### src/rtl/pe_pkg.sv
// Shared types, default widths and arithmetic helpers for the systolic PE array.
package pe_pkg;

    localparam int unsigned PE_DATA_WIDTH = 8;
    localparam int unsigned PE_COEF_WIDTH = 8;
    localparam int unsigned PE_ACC_WIDTH  = 20;

    typedef enum logic {
        PE_SUM  = 1'b0,
        PE_DIFF = 1'b1
    } pe_mode_e;

    // Signed add of a and b, clamped to the signed range of 'width' bits (width <= 64).
    function automatic logic signed [63:0] sat_add(input logic signed [63:0] a,
                                                   input logic signed [63:0] b,
                                                   input int unsigned        width);
        logic signed [64:0] s;
        logic signed [64:0] maxV;
        logic signed [64:0] minV;
        s    = {a[63], a} + {b[63], b};
        maxV = (65'sd1 <<< (width - 1)) - 65'sd1;
        minV = -(65'sd1 <<< (width - 1));
        if (s > maxV) begin
            return maxV[63:0];
        end
        if (s < minV) begin
            return minV[63:0];
        end
        return s[63:0];
    endfunction

endpackage

### src/rtl/pe_sat_acc.sv
// Stage-2 accumulate: partial sum plus sign-extended product, with overflow detect and
// optional clamp to the signed ACC_WIDTH range.
module pe_sat_acc #(
    parameter int unsigned ACC_WIDTH = 20,
    parameter bit          SATURATE  = 1'b1
) (
    input  logic [ACC_WIDTH-1:0] zIn,
    input  logic [ACC_WIDTH:0]   addend,
    output logic [ACC_WIDTH-1:0] zOut,
    output logic                 overflow
);

    logic [ACC_WIDTH:0] sum;

    always_comb begin
        sum      = {zIn[ACC_WIDTH-1], zIn} + addend;
        overflow = sum[ACC_WIDTH] ^ sum[ACC_WIDTH-1];
        zOut     = sum[ACC_WIDTH-1:0];
        if (SATURATE && overflow) begin
            // The extra top bit holds the true sign of the unclamped result.
            zOut = sum[ACC_WIDTH] ? {1'b1, {(ACC_WIDTH-1){1'b0}}}
                                  : {1'b0, {(ACC_WIDTH-1){1'b1}}};
        end
    end

endmodule

### src/rtl/systolic_pe_mac.sv
// Systolic array processing element: pre-add/sub, coefficient multiply, partial-sum
// accumulate, with one-cycle forwarding of data and control to the next PE.
module systolic_pe_mac
    import pe_pkg::*;
#(
    parameter int unsigned DATA_WIDTH = PE_DATA_WIDTH,
    parameter int unsigned COEF_WIDTH = PE_COEF_WIDTH,
    parameter int unsigned ACC_WIDTH  = PE_ACC_WIDTH,
    parameter bit          SATURATE   = 1'b1
) (
    input  logic                  clk,
    input  logic                  rst_n,
    input  logic                  en,
    input  logic                  validIn,
    input  logic [DATA_WIDTH-1:0] xIn,
    input  logic [DATA_WIDTH-1:0] xDelayIn,
    input  logic [ACC_WIDTH-1:0]  zIn,
    input  logic [COEF_WIDTH-1:0] CoefficientIn,
    input  logic                  sumDiffSelIn,
    input  logic                  loadIn,
    input  logic                  clrOvf,
    output logic                  validOut,
    output logic [DATA_WIDTH-1:0] xOut,
    output logic [DATA_WIDTH-1:0] xDelayOut,
    output logic [ACC_WIDTH-1:0]  zOut,
    output logic [COEF_WIDTH-1:0] CoefficientOut,
    output logic                  sumDiffSelOut,
    output logic                  loadOut,
    output logic                  ovf
);

    localparam int unsigned PROD_WIDTH = DATA_WIDTH + COEF_WIDTH + 1;
    localparam int unsigned SUM_WIDTH  = ACC_WIDTH + 1;

    pe_mode_e mode;

    logic signed [DATA_WIDTH:0]   xExt;
    logic signed [DATA_WIDTH:0]   xDelayExt;
    logic signed [DATA_WIDTH:0]   preD;
    logic signed [COEF_WIDTH-1:0] coefSelD;

    logic signed [DATA_WIDTH:0]   preQ;
    logic signed [COEF_WIDTH-1:0] coefS1Q;
    logic signed [COEF_WIDTH-1:0] coefRegQ;
    logic [ACC_WIDTH-1:0]         zS1Q;
    logic                         validS1Q;

    logic signed [PROD_WIDTH-1:0] prodA;
    logic signed [PROD_WIDTH-1:0] prodB;
    logic signed [PROD_WIDTH-1:0] prod;
    logic signed [SUM_WIDTH-1:0]  prodExt;
    logic [ACC_WIDTH-1:0]         accZ;
    logic                         accOvf;

    // Stage 1: exact pre-add/sub and coefficient select (a load cycle uses its own coefficient).
    always_comb begin
        mode      = pe_mode_e'(sumDiffSelIn);
        xExt      = {xIn[DATA_WIDTH-1], xIn};
        xDelayExt = {xDelayIn[DATA_WIDTH-1], xDelayIn};
        preD      = (mode == PE_DIFF) ? (xExt - xDelayExt) : (xExt + xDelayExt);
        coefSelD  = loadIn ? CoefficientIn : coefRegQ;
    end

    // Stage 2: exact signed product, resized to the accumulator's guard width.
    always_comb begin
        prodA   = PROD_WIDTH'(preQ);
        prodB   = PROD_WIDTH'(coefS1Q);
        prod    = prodA * prodB;
        prodExt = SUM_WIDTH'(prod);
    end

    pe_sat_acc #(
        .ACC_WIDTH (ACC_WIDTH),
        .SATURATE  (SATURATE)
    ) u_acc (
        .zIn      (zS1Q),
        .addend   (prodExt),
        .zOut     (accZ),
        .overflow (accOvf)
    );

    always_ff @(posedge clk or negedge rst_n) begin
        if (!rst_n) begin
            preQ           <= '0;
            coefS1Q        <= '0;
            coefRegQ       <= '0;
            zS1Q           <= '0;
            validS1Q       <= 1'b0;
            xOut           <= '0;
            xDelayOut      <= '0;
            CoefficientOut <= '0;
            sumDiffSelOut  <= 1'b0;
            loadOut        <= 1'b0;
            zOut           <= '0;
            validOut       <= 1'b0;
            ovf            <= 1'b0;
        end else if (en) begin
            preQ           <= preD;
            coefS1Q        <= coefSelD;
            if (loadIn) begin
                coefRegQ <= CoefficientIn;
            end
            zS1Q           <= zIn;
            validS1Q       <= validIn;
            xOut           <= xIn;
            xDelayOut      <= xDelayIn;
            CoefficientOut <= CoefficientIn;
            sumDiffSelOut  <= sumDiffSelIn;
            loadOut        <= loadIn;
            zOut           <= accZ;
            validOut       <= validS1Q;
            // Set has priority over clear; invalid samples never set the flag.
            if (validS1Q && accOvf) begin
                ovf <= 1'b1;
            end else if (clrOvf) begin
                ovf <= 1'b0;
            end
        end
    end

endmodule

### config.mk
export PLATFORM = sky130hd
export DESIGN_NAME = systolic_pe_mac
export DESIGN_NICKNAME = d
export VERILOG_FILES = /design/src/rtl/pe_pkg.sv /design/src/rtl/pe_sat_acc.sv /design/src/rtl/systolic_pe_mac.sv
export SDC_FILE = /design/constraint.sdc
export NUM_CORES = 1
export LEC_CHECK = 0
export CAP_MARGIN = 20
export CORE_ASPECT_RATIO = 0.8
export CORE_UTILIZATION = 65
export CTS_CLUSTER_DIAMETER = 80
export DETAILED_ROUTE_END_ITERATION = 7
export DONT_BUFFER_PORTS = 1
export GPL_TIMING_DRIVEN = 0
export PLACE_DENSITY = 0.9
export SETUP_SLACK_MARGIN = 0.02
export SYNTH_ARGS = -nofsm -noshare
export SYNTH_HDL_FRONTEND = slang
export SYNTH_HIERARCHICAL = 1
export SYNTH_SLANG_ARGS = --single-unit
### constraint.sdc
create_clock -name clk -period 20.6 [get_ports clk]
set_input_delay 2.06 -clock clk [delete_from_list [all_inputs] [get_ports clk]]
set_output_delay 2.06 -clock clk [all_outputs]
set_load 0.02 [all_outputs]
== Word-level counts from Yosys, hierarchy flattened ==
Index checks and enable logic that the tools add are counted.

* Bits in writable memories: 0
* Bits in read-only memories: 0
* Input port bits: 51
* Word-level logic and storage cells: 26
* Memories kept: 0
* Bits in latches: 0
* Bits in registers: 86

* $lt $le $gt $ge: 0
* $mul: 1
* Reduce and logical (&&, ||, !) cells: 4
* Bitwise logic cells: 1
* Add/subtract/negate cells: 3
* Divide/modulo/power cells: 0
* Mux-type cells: 5
* Shift-type cells: 0
* Equality and inequality tests: 0

{| class="wikitable"
|+ Operators by type and width
! cell !! count
|-
| 2-to-1 mux 20 bit || 2
|-
| adder 20 x 17 -> 21 bit || 1
|-
| multiplier 9 x 8 -> 17 bit || 1
|-
| adder 8 x 8 -> 9 bit || 1
|-
| 2-to-1 mux 9 bit || 1
|-
| subtractor 8 x 8 -> 9 bit || 1
|-
| AND reduction 2 bit || 2
|-
| 2-to-1 mux 1 bit || 2
|-
| nonzero test 2 bit || 1
|-
| logical AND 1 bit || 1
|-
| XOR 1 bit || 1
|}

== Depth between registers and ports, before layout ==
Gate-level depths: netlist (run 1).

* Depth after elaboration: 6
* Depth in mapped cells: 27

== Hierarchy ==
The synthesis (run 1) kept the hierarchy.

{| class="wikitable"
|+ Modules (own cells, without submodules)
! module !! seq. area each (um^2) !! area an instance (um^2) !! instances !! cells each
|-
| systolic_pe_mac || 2152.1 || 6391.1 || 1 || 575
|-
| pe_sat_acc || 0.0 || 1252.5 || 1 || 161
|}

== Least setup slack after synthesis (run 1) ==
No wires, ideal clock.

* Path kind: reg-to-reg
* From: register, netlist name coefRegQ[6]
* To: register zOut[10]
* Required time: 20475 ps
* Path buffers: 2
* Setup time: 125 ps
* Cell stages (with the launch flop): 25
* Clock period less this slack: 6471 ps
* Arrival: 6347 ps
* Slack: 14129 ps
* Path through: dfrtp_1 clkbuf_1 nand2_1 fa_1 fa_1 inv_1 fa_1 inv_1 fa_1 inv_1 ha_1 and3_1 a221o_1 o31ai_4 o21ai_1 xnor2_1 ha_1 a21o_1 a21o_1 a21oi_1 nor2b_1 a211oi_4 buf_6 maj3_1 mux2_2

{| class="wikitable"
|+ RTL lines
! item !! line !! text
|-
| to (signal assigned) || systolic_pe_mac.sv:110 || <nowiki>zOut <= accZ;</nowiki>
|-
| to (decl) || systolic_pe_mac.sv:25 || <nowiki>output logic [ACC_WIDTH-1:0] zOut,</nowiki>
|}

==> results_dict.tcl, run 1 <==
set metrics [dict create \
    status "complete, no violations" \
    final-seq-area_sq_mm 0.00215 \
    setup_viol 0 \
    worstPathArrival_ps 7580 \
    die_w_um 123 \
    rows 35 \
    synthToLayoutAreaGrowth_pct 6.30 \
    portBuffers 0 \
    hold_buffers 0 \
    syn-num-nets 910 \
    holdCritPathClass "reg -> reg" \
    skew_ps 6.48 \
    grt_busiest_layer "met2" \
    cts.sinks 86 \
    clk_path_buf_depth 2 \
    final_design_area_no_fill_sq_mm 0.00813 \
    start_util_pct 66.6 \
    drc 0 \
    slew_violations 0 \
    worst-r2r-setup-slack_ps 13240 \
    grt_pass1_wl_mm 26.3 \
    synth_area_per_cell_sq_um 10.4 \
    clock_latency_ps 340 \
    ant_nets 0 \
    worst_pin_slew_ps 822 \
    ys_seq_area_share_pct 28.2 \
    use_met3_pct 6.54 \
    dp_slack_ps 13340 \
    cts.repair.resized 0 \
    crit_required_ps 20830 \
    firstDrtPassIters 4 \
    coreArea_sq_mm 0.0115 \
    endpoint_kind "register" \
    dp_hpwl_mm 12.9 \
    ys_ff_latch 86 \
    startpoint_type "register" \
    synth_cell_types 59 \
    die_h_um 99.0 \
    cts-root-buf "clkbuf_16" \
    nets 921 \
    min_period_over_period_pct 35.7 \
    synth_top_area_share_pct 28.2 \
    dpl_cell_area_sq_mm 0.00783 \
    antenna_found_initial 0 \
    via_per_inst 5.90 \
    synthMostInstantiatedCell "inv_1" \
    finalHoldViolCount 0 \
    clkTransAtPathRegs_ps 60 \
    synth_area_leader_cell "dfrtp_1" \
    tritoncts "done" \
    synth_area_sq_mm 0.00764 \
    synthTopCellsByArea "dfrtp_1 28%, fa_1 17%, mux2_2 11%" \
    multi_input_area_sq_mm 0.00502 \
    use_met1_pct 33.8 \
    fp.dieArea_sq_mm 0.0122 \
    cap_violations 0 \
    vias 5309 \
    synthFlopType "dfrtp_1" \
    async_flop_share_pct 100 \
    synth_cells 736 \
    fmaxAchievable_mhz 136 \
    numCtsBuffers 9 \
    tns_ps 0 \
    wl_mm 16.3 \
    gp_congestion 0.874 \
    grt_pass1_vias 5707 \
    yosys_warnings 6 \
    synth_edf_count 0 \
    grt_overflow 0 \
    worstSetupPathType "reg -> reg" \
    htree_num_levels 3 \
    slew_headroom_pct 45.2 \
    met2_usage_pct 48.1 \
    period_needed_ps 7360 \
    drive_above_1_share_pct 16.6 \
    layout_setup_ws_ps 13240 \
    drtIter0Drc 281 \
    io_pins 99 \
    crit_fanout 10 \
    postCtsSetupRepairBufs 0 \
    n_antenna_cell 0 \
    rsz0062_at_grt "false" \
    detail_route.wl_per_cell_um 18.1 \
    synth.top_cells.by_count "103 x inv_1, 86 x dfrtp_1, 78 x mux2_2, 63 x fa_1, 60 x ha_1" \
    grt_usage_pct 28.0 \
    grt_max_degree 87 \
    num-fill-cells 778 \
]
## path summary, 6_finish.rpt
path	start	endpoint	cells past startpoint
max	coefRegQ[4]	zOut[18]	24
min	zS1Q[3]	zS1Q[3]	1
max reg2reg	coefRegQ[4]	zOut[18]	24
min reg2reg	zS1Q[3]	zS1Q[3]	1
max in group asynchronous	rst_n	coefRegQ[7]	0
min in group asynchronous	rst_n	zS1Q[12]	0
## cells by family (layout without fill, tap and decap cells)
kind of cell	after synthesis	after routing	synth area share [%]
AND/OR/NAND/NOR	156	156	10.5
adder cells (fa/ha/maj)	134	134	27.8
buffers and inverters	121	137	6.22
AO/OA/AOI/OAI	111	111	9.85
flip-flops	86	86	28.2
multiplexers	81	81	11.9
XOR/XNOR	47	47	5.48
## metrics by stage
| step | hold WS [ps] | utilization, % | instances |
|---|---|---|---|
| after floorplan | 487 | - | 736 |
| after global placement | 503 | 68.2 | 884 |
| after detailed placement | 507 | 68.2 | 884 |
| after CTS | 522 | 70.8 | 900 |
| after global routing | 544 | 70.8 | 900 |
| final | 519 | 70.8 | 900 |
## cell type report
class	count	share of cell area (%)
Clock inverter	7	0.878
Clock buffer	9	2.77
Buffer	18	1.09
Sequential cell	86	26.5
Tap cell	148	2.28
Multi-Input combinational cell	529	61.7
Inverter	103	4.76
## state kept, by name, summed over array words and instances, names as in the netlist
signal and cells:
validS1Q 1, coefRegQ 8, xOut 8, zS1Q 20, sumDiffSelOut 1, preQ 9
CoefficientOut 8, zOut 20, ovf 1, xDelayOut 8, validOut 1, loadOut 1
## layout by cell type (no fill, tap or decap), drive strengths merged, types with 3 or more instances in the layout
cell type,netlist,routed
inv,103,105
o211ai,3,3
clkbuf,11,20
nor3,5,5
a21o,8,8
maj3,11,11
o21ai,25,25
and3,3,3
and2,45,45
a211oi,5,5
buf,7,7
nand3,5,5
or3,4,4
nand2b,3,3
nand2,36,36
o21a,4,4
xnor2,38,38
mux2,80,80
dfrtp,86,86
xor2,9,9
a21boi,3,3
ha,60,60
nor2,39,39
nand4,4,4
clkinv,0,4
a21oi,42,42
nor2b,8,8
o21bai,5,5
fa,63,63
## per-layer routing
metal,wire length [um],up-vias
met2,8090,139
met1,6940,2671
met5,0,-
met3,763,36
met4,470,0
li1,-,2463
## critical path: stages, from the launching register on
cell	delay, ps
dfrtp_1	340
clkbuf_1	330
nand2_1	150
fa_1	570
inv_1	50
fa_1	470
fa_1	550
inv_1	50
fa_1	520
inv_1	40
ha_1	370
and3_1	190
a221o_1	410
o31ai_4	240
o21ai_1	120
xnor2_1	610
ha_1	430
a21oi_1	200
o21ai_0	150
a21oi_1	180
a41oi_2	170
xnor2_2	270
buf_6	210
maj3_2	330
mux2_2	270
Power of run 1 is left out: the tool's default activity adds up to more than one toggle a clock period on the data nets, which glitch-free logic cannot reach.
==> inputs of run 2 (changes only) <==
CORE_UTILIZATION = 59   (was 65)
PLACE_DENSITY = 0.87   (was 0.9)
clock period = 6.4 ns   (was 20.6 ns; I/O delays follow)
==> results_dict.tcl, run 2 (same netlist as run 1, synthesis figures left out) <==
set metrics [dict create \
    finalHoldViolCount 0 \
    tritoncts "done" \
    endpoint_kind "register" \
    htree_num_levels 3 \
    numCtsBuffers 9 \
    rsz0062_at_grt "true" \
    clk_path_buf_depth 2 \
    layout.cells.most_common_list "96 x inv_1, 71 x mux2_2, 69 x dfrtp_1" \
    layout_setup_ws_ps 50.5 \
    rows 36 \
    cts.sinks 86 \
    gp_congestion 0.867 \
    setup_viol 0 \
    drc 0 \
    crit_required_ps 6630 \
    drtIter0Drc 205 \
    period_needed_ps 6350 \
    antenna_found_initial 0 \
    fp.dieArea_sq_mm 0.0134 \
    grt_pass1_wl_mm 29.4 \
    start_util_pct 61.7 \
    vias 5593 \
    reg_top3 "zOut x20, zS1Q x20, preQ x9" \
    detail_route.wl_per_cell_um 19.3 \
    drive_above_1_share_pct 33.4 \
    status "complete, no violations" \
    r2r_end "zOut[18]" \
    clkTransAtPathRegs_ps 60 \
    io_pins 99 \
    slew_headroom_pct 50.4 \
    path_cells "buf_6 -> and2_4 -> fa_2 -> inv_4 -> fa_1 -> inv_1 -> fa_1 -> inv_1 -> fa_1 -> inv_1 -> ha_4 -> nand4_1 -> o21ai_2 -> o41ai_4 -> xnor2_2 -> ha_4 -> a21oi_4 -> buf_4 -> o21bai_1 -> a221oi_1 -> o31ai_1 -> xor2_1 -> maj3_2 -> mux2_4" \
    die_h_um 104 \
    nets 966 \
    crit_path_top_delay_cell "fa_2" \
    slew_violations 0 \
    via_per_inst 5.78 \
    dp_hpwl_mm 13.5 \
    grt_max_degree 87 \
    r2r_cells 24 \
    cpPeakStageDelay_ps 610 \
    portBuffers 0 \
    r2r-start "coefRegQ[4]" \
    tns_ps 0 \
    skew_ps 6.45 \
    die_w_um 129 \
    grt_pass1_vias 5958 \
    critical_path_buf_inv_count 6 \
    worst-path-stages 24 \
    fmaxAchievable_mhz 157 \
    cap_violations 0 \
    coreArea_sq_mm 0.0124 \
    n_antenna_cell 0 \
    startpoint_type "register" \
    worst_pin_slew_ps 744 \
    worst-r2r-setup-slack_ps 50 \
    dp_slack_ps -690 \
    crit_start "coefRegQ[4]" \
    grt_overflow 0 \
    clock_latency_ps 340 \
    final_common_cell "inv_1" \
    crit_fanout 5 \
    final_core_util_pct 74.0 \
    crit_path_end "zOut[18]" \
    firstDrtPassIters 5 \
    grt_usage_pct 28.3 \
    worstPathArrival_ps 6580 \
    min_period_over_period_pct 99.2 \
    cts-root-buf "clkbuf_16" \
    ant_nets 0 \
    worstSetupPathType "reg -> reg" \
    hold_ws_ps 169 \
    cpLargestDelayFamily "adder cells" \
    wl_mm 18.7 \
    holdCritPathClass "in -> async" \
    synthToLayoutAreaGrowth_pct 20.0 \
]
## run 2: cell types whose count changed in the layout (fill, tap and decap cells not counted), moves of 7 or more
cell,previous run,this run
ha_1,60,42
inv_1,103,96
a21oi_1,35,21
dfrtp_1,86,69
dfrtp_2,0,17
mux2_2,78,71
a21oi_2,7,16
ha_4,0,16
buf_4,0,40
buf_6,2,9
mux2_4,0,7
## run 2: per-stage QoR
stage                     instances  cell area, sq um
final                           968              9170
after detailed placement        907              7870
after CTS                       954              8750
after global placement          907              7870
after floorplan                 736              7650
after global routing            968              9170
## run 2: metal layers
metal / up-vias / GRT usage [%] / routed length (um)
met4: 0 / 8.66 / 609
met2: 180 / 48.5 / 9490
met5: - / 0 / 0
li1: 2553 / - / -
met3: 57 / 7.33 / 1040
met1: 2803 / 34.7 / 7550
## run 2: worst reg2reg max path, stage by stage (launching register included)
cell      delay, ps
dfrtp_2         460
buf_6           140
and2_4          130
fa_2            610
inv_4            60
fa_1            540
inv_1            60
fa_1            530
inv_1            50
fa_1            530
inv_1            60
ha_4            290
nand4_1          90
o21ai_2         260
o41ai_4         130
xnor2_2         280
ha_4            280
a21oi_4         170
buf_4           140
o21bai_1         60
a221oi_1        400
o31ai_1         160
xor2_1          190
maj3_2          350
mux2_4          270
## run 2: worst min path at each step
stage,startpoint,endpoint,slack [ps],cells after the start
2_1_floorplan,rst_n,CoefficientOut[0],340,0
4_1_cts,rst_n,zS1Q[10],200,1
3_5_place_dp,rst_n,zS1Q[13],350,0
6_report,rst_n,zS1Q[12],170,1
5_1_grt,rst_n,zS1Q[11],210,1
3_3_place_gp,rst_n,zS1Q[13],350,0
## run 2: cell type report
class,count,area (sq um)
multi-input cells,530,5550
fillers,774,3220
flip-flops and latches,86,2170
repair buffers,50,447
inverters,103,392
clock buffers,10,239
well taps,171,214
clock inverters,6,93.8
plain buffers,12,66.3
## run 2: what timing repair did
item | in CTS | in global routing
resized for setup | 61 | 67
pin swaps | 39 | 44
endpoints found under the setup margin | 21 | 21
hold endpoints to repair | 86 | 0
hold buffers | 1 | 0
gates cloned | 3 | 0
buffers inserted | 33 | 14
Power of run 2 is left out for the same reason.
==> inputs of run 3 (changes only) <==
CORE_UTILIZATION = 35   (was 59)
PLACE_DENSITY = not set   (was 0.87)
PLACE_DENSITY_LB_ADDON = 0.1   (was not set)
==> results_dict.tcl, run 3 (same netlist as run 1, synthesis figures left out) <==
set metrics [dict create \
    final_common_cell "inv_1" \
    path_cells "buf_6 -> nand2b_4 -> fa_1 -> fa_1 -> inv_2 -> fa_1 -> inv_1 -> fa_1 -> inv_2 -> ha_4 -> and3_4 -> a221o_1 -> o31ai_4 -> o21ai_1 -> xnor2_1 -> ha_2 -> a21oi_2 -> o21ai_1 -> a21o_1 -> o211ai_1 -> a211oi_4 -> buf_6 -> maj3_2 -> mux2_4" \
    final_design_area_no_fill_sq_mm 0.00913 \
    crit_start "coefRegQ[7]" \
    cpPeakStageDelay_ps 570 \
    fmaxAchievable_mhz 161 \
    layout_setup_ws_ps 185 \
    wl_mm 18.2 \
    tritoncts "done" \
    clkTransAtPathRegs_ps 60 \
    grt_usage_pct 16.9 \
    grt_pass1_wl_mm 29.7 \
    ant_nets 0 \
    firstDrtPassIters 4 \
    grt_max_degree 87 \
    dp_hpwl_mm 14.3 \
    setup_viol 0 \
    endpoint_kind "register" \
    antenna_found_initial 0 \
    drc 0 \
    drive_above_1_share_pct 33.8 \
    htree_num_levels 3 \
    cts.sinks 86 \
    reg_top3 "zOut x20, zS1Q x20, preQ x9" \
    synthToLayoutAreaGrowth_pct 19.4 \
    clk_path_buf_depth 2 \
    gp_congestion 0.816 \
    dpl_cell_area_sq_mm 0.00799 \
    rsz0062_at_grt "true" \
    clock_latency_ps 350 \
    worst_pin_slew_ps 790 \
    crit_path_top_delay_cell "fa_1" \
    via_per_inst 4.94 \
    grt_pass1_vias 5705 \
    crit_required_ps 6640 \
    die_h_um 134 \
    grt_overflow 0 \
    cpMostUsedCell "fa_1" \
    period_needed_ps 6220 \
    portBuffers 0 \
    stdcell_count 1069 \
    holdCritPathClass "in -> async" \
    n_antenna_cell 0 \
    worstSetupPathType "reg -> reg" \
    cts-root-buf "clkbuf_16" \
    cap_violations 0 \
    io_pins 99 \
    layout.cells.most_common_list "89 x inv_1, 71 x mux2_2, 69 x dfrtp_1" \
    coreArea_sq_mm 0.0211 \
    startpoint_type "register" \
    status "complete, no violations" \
    numCtsBuffers 9 \
    start_util_pct 36.3 \
    nets 969 \
    vias 5278 \
    finalHoldViolCount 0 \
    crit_fanout 6 \
    dp_cells 1005 \
    r2r-start "coefRegQ[7]" \
    die_w_um 167 \
    critical_path_buf_inv_count 5 \
    slew_violations 0 \
    slew_headroom_pct 47.3 \
    rows 47 \
    drtIter0Drc 170 \
    dp_slack_ps -673 \
    cpLargestDelayFamily "adder cells" \
    skew_ps 8.74 \
    num-fill-cells 2011 \
    min_period_over_period_pct 97.1 \
    detail_route.wl_per_cell_um 17.1 \
    fp.dieArea_sq_mm 0.0224 \
    worstPathArrival_ps 6450 \
]
run 3: cell count changes in the layout (fill, tap and decap cells not counted), moves of 4 or more:
cell	previous run	this run
xnor2_1	31	35
inv_1	96	89
buf_4	40	44
inv_2	5	11
clkinvlp_4	0	4
xnor2_2	7	2
run 3: area by class of cell:
cell class                      instances  area [sq um]  share of cell area, %
Buffer                                 12          66.3                  0.727
Clock buffer                           12           246                   2.70
Clock inverter                          4          31.3                  0.343
Inverter                              103           395                   4.33
Multi-Input combinational cell        529          5410                   59.3
Sequential cell                        86          2170                   23.8
Tap cell                              269           337                   3.69
Timing Repair Buffer                   54           468                   5.13
run 3: final timing paths:
path                                     end  slack [ps]  cells after the start
max in group asynchronous        coefRegQ[6]        5790                      1
max                                 zOut[18]         180                     24
min reg2reg                          zS1Q[3]         520                      1
min in group clk           CoefficientOut[3]         430                      1
min                                 zS1Q[12]         150                      1
max reg2reg                         zOut[18]         180                     24
run 3: metrics by stage:
stage	utilization (%)	setup TNS, ps	hold WS, ps
floorplan	-	0	344
global placement	37.9	-10910	346
detailed placement	37.9	-11780	346
CTS	41.7	0	197
global route	43.3	-105	182
finish	43.3	0	153
run 3: timing repair:
| action | in CTS | in global routing |
|---|---|---|
| hold buffers | 1 | 0 |
| setup endpoints to repair | 21 | 21 |
| pin swaps | 27 | 65 |
| setup buffers | 36 | 16 |
| gates cloned | 1 | 0 |
| resized for setup | 58 | 66 |
| endpoints found under the hold margin | 86 | 0 |
run 3: worst register-to-register path, delay by kind of cell, from the launching register on:
family | cells | cell delay, ps
flops | 1 | 440
simple gates | 2 | 230
mux | 1 | 260
buf+inv | 5 | 440
compound gates | 8 | 1600
xor+xnor | 1 | 220
fa+ha+maj | 7 | 2930
run 3: metal layers:
layer,up-vias,track usage [%],share of wire (%)
met1,2614,22.7,48
met4,0,4.03,1.2
met3,15,3.72,4.4
met5,-,0,0
li1,2556,-,-
met2,93,28.0,47
Power of run 3 is left out for the same reason.
